[src/rtl/relu_backward.sv]
// ReLU backward pass: stores forward masks (z > 0) in a FIFO and gates upstream gradients with them.
// Optional leaky variant: define RELU_BACKWARD_LEAKY_EN to pass g >>> LEAK_SHIFT on masked-off lanes.
module relu_backward #(
  parameter int INPUT_WIDTH = 3,
  parameter int DATA_WIDTH  = 16,
  parameter int MASK_DEPTH  = 8,
  parameter int LEAK_SHIFT  = 3
) (
  input  logic                         clk,
  input  logic                         rst_n,
  input  logic                         z_valid,
  output logic                         z_ready,
  input  logic signed [DATA_WIDTH-1:0] z_in [INPUT_WIDTH],
  input  logic                         g_valid,
  output logic                         g_ready,
  input  logic signed [DATA_WIDTH-1:0] g_in [INPUT_WIDTH],
  output logic                         gout_valid,
  input  logic                         gout_ready,
  output logic signed [DATA_WIDTH-1:0] gout [INPUT_WIDTH],
  output logic [$clog2(MASK_DEPTH):0]  mask_count,
  input  logic                         flush
);

  localparam int AW = $clog2(MASK_DEPTH);
  localparam int CW = AW + 1;

  if ((MASK_DEPTH < 2) || ((MASK_DEPTH & (MASK_DEPTH - 1)) != 0)) begin : g_bad_depth
    $error("MASK_DEPTH must be a power of two and at least 2");
  end
  if ((LEAK_SHIFT < 0) || (LEAK_SHIFT >= DATA_WIDTH)) begin : g_bad_leak_shift
    $error("LEAK_SHIFT must lie in [0, DATA_WIDTH)");
  end

  logic [INPUT_WIDTH-1:0]        mask_mem_q [MASK_DEPTH];
  logic [AW-1:0]                 wr_ptr_q, wr_ptr_d;
  logic [AW-1:0]                 rd_ptr_q, rd_ptr_d;
  logic [CW-1:0]                 count_q, count_d;
  logic                          gout_valid_q, gout_valid_d;
  logic signed [DATA_WIDTH-1:0]  gout_q [INPUT_WIDTH];
  logic signed [DATA_WIDTH-1:0]  gout_d [INPUT_WIDTH];
  logic signed [DATA_WIDTH-1:0]  gated [INPUT_WIDTH];
  logic [INPUT_WIDTH-1:0]        z_mask;
  logic [INPUT_WIDTH-1:0]        rd_mask;
  logic                          push;
  logic                          pop;

  assign z_ready    = (count_q != CW'(MASK_DEPTH));
  assign g_ready    = (count_q != '0) && (!gout_valid_q || gout_ready) && !flush;
  assign push       = z_valid && z_ready && !flush;
  assign pop        = g_valid && g_ready;
  assign rd_mask    = mask_mem_q[rd_ptr_q];
  assign mask_count = count_q;
  assign gout_valid = gout_valid_q;
  assign gout       = gout_q;

  for (genvar gi = 0; gi < INPUT_WIDTH; gi++) begin : g_lane
    // Strictly positive: zero and the most-negative value both fall on the sign/zero test.
    assign z_mask[gi] = !z_in[gi][DATA_WIDTH-1] && (z_in[gi] != '0);
`ifdef RELU_BACKWARD_LEAKY_EN
    assign gated[gi] = rd_mask[gi] ? g_in[gi] : (g_in[gi] >>> LEAK_SHIFT);
`else
    assign gated[gi] = rd_mask[gi] ? g_in[gi] : '0;
`endif
  end

  always_comb begin
    wr_ptr_d     = wr_ptr_q;
    rd_ptr_d     = rd_ptr_q;
    count_d      = count_q;
    gout_valid_d = gout_valid_q;
    gout_d       = gout_q;
    if (flush) begin
      wr_ptr_d     = '0;
      rd_ptr_d     = '0;
      count_d      = '0;
      gout_valid_d = 1'b0;
      for (int i = 0; i < INPUT_WIDTH; i++) gout_d[i] = '0;
    end else begin
      if (push) wr_ptr_d = wr_ptr_q + AW'(1);
      if (pop) begin
        rd_ptr_d     = rd_ptr_q + AW'(1);
        gout_valid_d = 1'b1;
        gout_d       = gated;
      end else if (gout_ready) begin
        gout_valid_d = 1'b0;
      end
      case ({push, pop})
        2'b10:   count_d = count_q + CW'(1);
        2'b01:   count_d = count_q - CW'(1);
        default: count_d = count_q;
      endcase
    end
  end

  always_ff @(posedge clk or negedge rst_n) begin
    if (!rst_n) begin
      wr_ptr_q     <= '0;
      rd_ptr_q     <= '0;
      count_q      <= '0;
      gout_valid_q <= 1'b0;
      for (int i = 0; i < INPUT_WIDTH; i++) gout_q[i] <= '0;
    end else begin
      wr_ptr_q     <= wr_ptr_d;
      rd_ptr_q     <= rd_ptr_d;
      count_q      <= count_d;
      gout_valid_q <= gout_valid_d;
      gout_q       <= gout_d;
    end
  end

  // Mask storage needs no reset; occupancy is tracked by the pointers and count.
  always_ff @(posedge clk) begin
    if (push) mask_mem_q[wr_ptr_q] <= z_mask;
  end

endmodule

[config.mk]
export PLATFORM = sky130hd
export DESIGN_NAME = relu_backward
export DESIGN_NICKNAME = d
export VERILOG_FILES = /design/src/rtl/relu_backward.sv
export SDC_FILE = /design/constraint.sdc
export NUM_CORES = 1
export LEC_CHECK = 0
export ABC_AREA = 1
export CELL_PAD_IN_SITES_DETAIL_PLACEMENT = 0
export CELL_PAD_IN_SITES_GLOBAL_PLACEMENT = 1
export CORE_MARGIN = 8
export CORE_UTILIZATION = 30
export CTS_CLUSTER_DIAMETER = 60
export CTS_CLUSTER_SIZE = 20
export DETAILED_ROUTE_END_ITERATION = 10
export GPL_TIMING_DRIVEN = 1
export PLACE_DENSITY_LB_ADDON = 0.1
export SETUP_SLACK_MARGIN = 0.1
export SLEW_MARGIN = 20
export SYNTH_ARGS = -nofsm -noshare
export SYNTH_HDL_FRONTEND = slang
export SYNTH_SLANG_ARGS = --single-unit
[constraint.sdc]
create_clock -name clk -period 3.6 [get_ports clk]
set_input_delay 0.54 -clock clk [delete_from_list [all_inputs] [get_ports clk]]
set_output_delay 0.54 -clock clk [all_outputs]
set_load 0.01 [all_outputs]
==> results.json <==
{
  "outcome": "finished, final reports clean",
  "finalWirelength_um": 10700,
  "yosysWarnings": 0,
  "syn_nets": 497,
  "required_ps": 3060,
  "syn_to_final_growth_pct": 53.7,
  "cpPeakStageDelay_ps": 530,
  "post-dp-hpwl_um": 7920,
  "h-tree-depth": 3,
  "cts_buffer_depth": 2,
  "cpMaxStageDelayCell": "clkdlybuf4s50_1",
  "ys_seq_area_frac": 0.592,
  "grt_pass1_vias": 3476,
  "synth_top_family_by_area": "simple AND/OR/NAND/NOR gates",
  "seqPwrFrac": 0.388,
  "crit_path_cell_trace": "clkdlybuf4s50_1 > a21oi_1 > nand2_1 > inv_1 > clkdlybuf4s50_1",
  "tightest_slew_ps": 778,
  "core_area_mm2": 0.0121,
  "synth-simple-area-share": 0.214,
  "dr.pass1.iters": 4,
  "cts_hold_buffers": 0,
  "routedWlPerCell_um": 14.9,
  "first_iter_violations": 268,
  "cts-root-buf": "clkbuf_16",
  "antenna_found_initial": 0,
  "grt_use_total": 0.136,
  "die_w_um": 127,
  "p_per_area_mw_per_mm2": 559,
  "setup_tns_ps": 0,
  "cts_tree": "yes",
  "cp.arrival_ps": 1960,
  "hp-class": "input pin to asynchronous set/reset pin",
  "cp_common_cell": "clkdlybuf4s50_1",
  "clock_latency_ps": 330,
  "ant_nets": 0,
  "fin_crit_sh": 0.696,
  "pwr-share-comb": 0.335,
  "muxShareOfSynthArea": 0,
  "vias": 3239,
  "synth_top_cell_area_share": 0.398,
  "slew_violations": 0,
  "regArea_mm2": 0.00220,
  "final_nets": 651,
  "drive_above_1_share": 0.0801,
  "synth_cell_types": 25,
  "mostFrequentLayoutCells": "clkdlybuf4s50_1, nand2_1, dfrtp_1, nor2_1, o21ai_1",
  "p_sw_w": 0.00106,
  "cap_violations": 0,
  "crit_fanout": 4,
  "via_per_inst": 4.52,
  "clock-sinks": 83,
  "reg2reg_slack_ps": 1360,
  "multiInputGateArea_mm2": 0.00137,
  "power_w": 0.00319,
  "boundaryPins": 157,
  "fmax_mhz": 399,
  "synth_area_leader_cell": "dfrtp_1",
  "pwr-share-clk": 0.277,
  "setup_viol": 0,
  "p_sw_frac": 0.331,
  "start_util": 0.308,
  "clkSlewWorstSetupHoldPaths_ps": 60,
  "synth_adder_area_share": 0.0189,
  "n_antenna_cell": 0,
  "die_area_mm2": 0.0162,
  "fp.dieH_um": 127,
  "cp-start-kind": "input pin",
  "layout_commonest_cell": "clkdlybuf4s50_1",
  "yosys-top-cells-area": "dfrtp_1, edfxtp_1, nand2_1, o21ai_2, o21ai_1",
  "post-route-min-period_ps": 2500,
  "synthXorXnorAreaFrac": 0.00472,
  "syn_area_per_cell_um2": 9.52,
  "n_fill_cell": 1170,
  "grt_max_degree": 50,
  "cts_inserted_buffers": 9,
  "hold_violations": 0,
  "grt_pass1_wl_um": 17800,
  "synth_compound_area_frac": 0.129,
  "overflow": 0,
  "crit_family": "buffers and inverters",
  "rows": 40,
  "end_kind": "output port",
  "grt_setup_unrepaired": "no",
  "ir_drop_v": 0.000235,
  "cts-resized-gates": 0,
  "portBuffers": 156,
  "syn_inst": 390,
  "final.setup_skew_ps": 4.32,
  "maxSlewHeadroom": 0.480,
  "mappedNetlistArea_mm2": 0.00371,
  "p_int_w": 0.00214,
  "crit_buf_inv": 3,
  "gp_congestion": 0.780,
  "drc": 0,
  "post_cts_buffers": 0,
  "ys_ff_latch": 83,
  "worstSetupPathType": "input pin to output port",
  "p_leak_nw": 2.31
}
-- path summary, 6_finish.rpt --
path	startpoint	to	cells after the start
setup / recovery	flush	g_ready	5
hold / removal	rst_n	gout[5]	1
setup reg to reg	mask_count[1]	mask_count[3]	14
hold reg to reg	gout[25]	gout[25]	2
max in group asynchronous	rst_n	gout[37]	2
min in group clk	gout[25]	gout[25]	2
-- synth_stat cells --
master      n
a21oi_1     4
a31oi_1     3
buf_2      10
buf_4       3
buf_6       3
dfrtp_1    59
edfxtp_1   24
fa_1        1
ha_1        4
inv_1      12
inv_2       1
nand2_1   136
nand2_2     2
nand3_1     6
nand4_1     5
nor2_1     36
nor2_2      1
nor2_4      1
nor4_1      9
o211ai_1    4
o211ai_2    2
o21ai_0    14
o21ai_1    28
o21ai_2    20
xnor2_1     2
-- cells by family (layout without fill, tap and decap cells) --
group / after synthesis / in the layout
DFF: 83 / 83
and+or+nand+nor: 196 / 196
buffers and inverters: 29 / 188
xor gates and xnor gates: 2 / 2
adders and majority gates: 5 / 5
AOI/OAI and AO/OA: 75 / 75
-- per-stage QoR --
stage	instances	hold WS, ps	cell area [um2]	utilization	setup slack (ps)
detailed placement	701	468	5420	0.449	778
floorplan	390	244	3710	-	1530
global placement	700	464	5390	0.447	904
finish	717	181	5710	0.473	1100
CTS	717	185	5710	0.473	1080
global route	717	212	5710	0.473	868
-- worst reg2reg max path, delay by kind of cell, from the launching register on --
kind,cells,cell delay (ps)
AND/OR/NAND/NOR,10,1040
flip-flops,1,450
adder cells (fa/ha/maj),1,330
AO/OA/AOI/OAI,1,190
buffers and inverters,2,120
-- flip-flops by register name, summed over array words and instances, names as in the netlist --
register	flops
gout	48
gout_valid	1
mask_count	4
mask_mem_q	24
rd_ptr_q	3
wr_ptr_q	3
-- cell type report --
class	instances	area share
clock inverters	6	0.00987
well taps	168	0.0368
clock buffers	10	0.0401
repair buffers	159	0.280
flip-flops and latches	83	0.385
inverters	13	0.00855
multi-input cells	278	0.239
-- power groups by stage --
stage | registers, W | logic, W | clock network [W]
6_report | 0.00124 | 0.00107 | 0.000885
5_1_grt | 0.00126 | 0.00119 | 0.000960
4_1_cts | 0.00124 | 0.00109 | 0.000913
3_5_place_dp | 0.00126 | 0.00109 | 0
3_3_place_gp | 0.00125 | 0.00108 | 0
2_1_floorplan | 0.00128 | 0.000548 | 0
-- layer usage --
metal	global-route usage	wire length [um]	part of all wire	vias to the layer above
met5	0	0	0	-
met4	0.0441	123	0.012	0
met3	0.0453	772	0.072	8
met2	0.219	4840	0.45	114
met1	0.168	4930	0.46	1504
li1	-	-	-	1613
No activity file was read; power rests on OpenSTA's default activity.
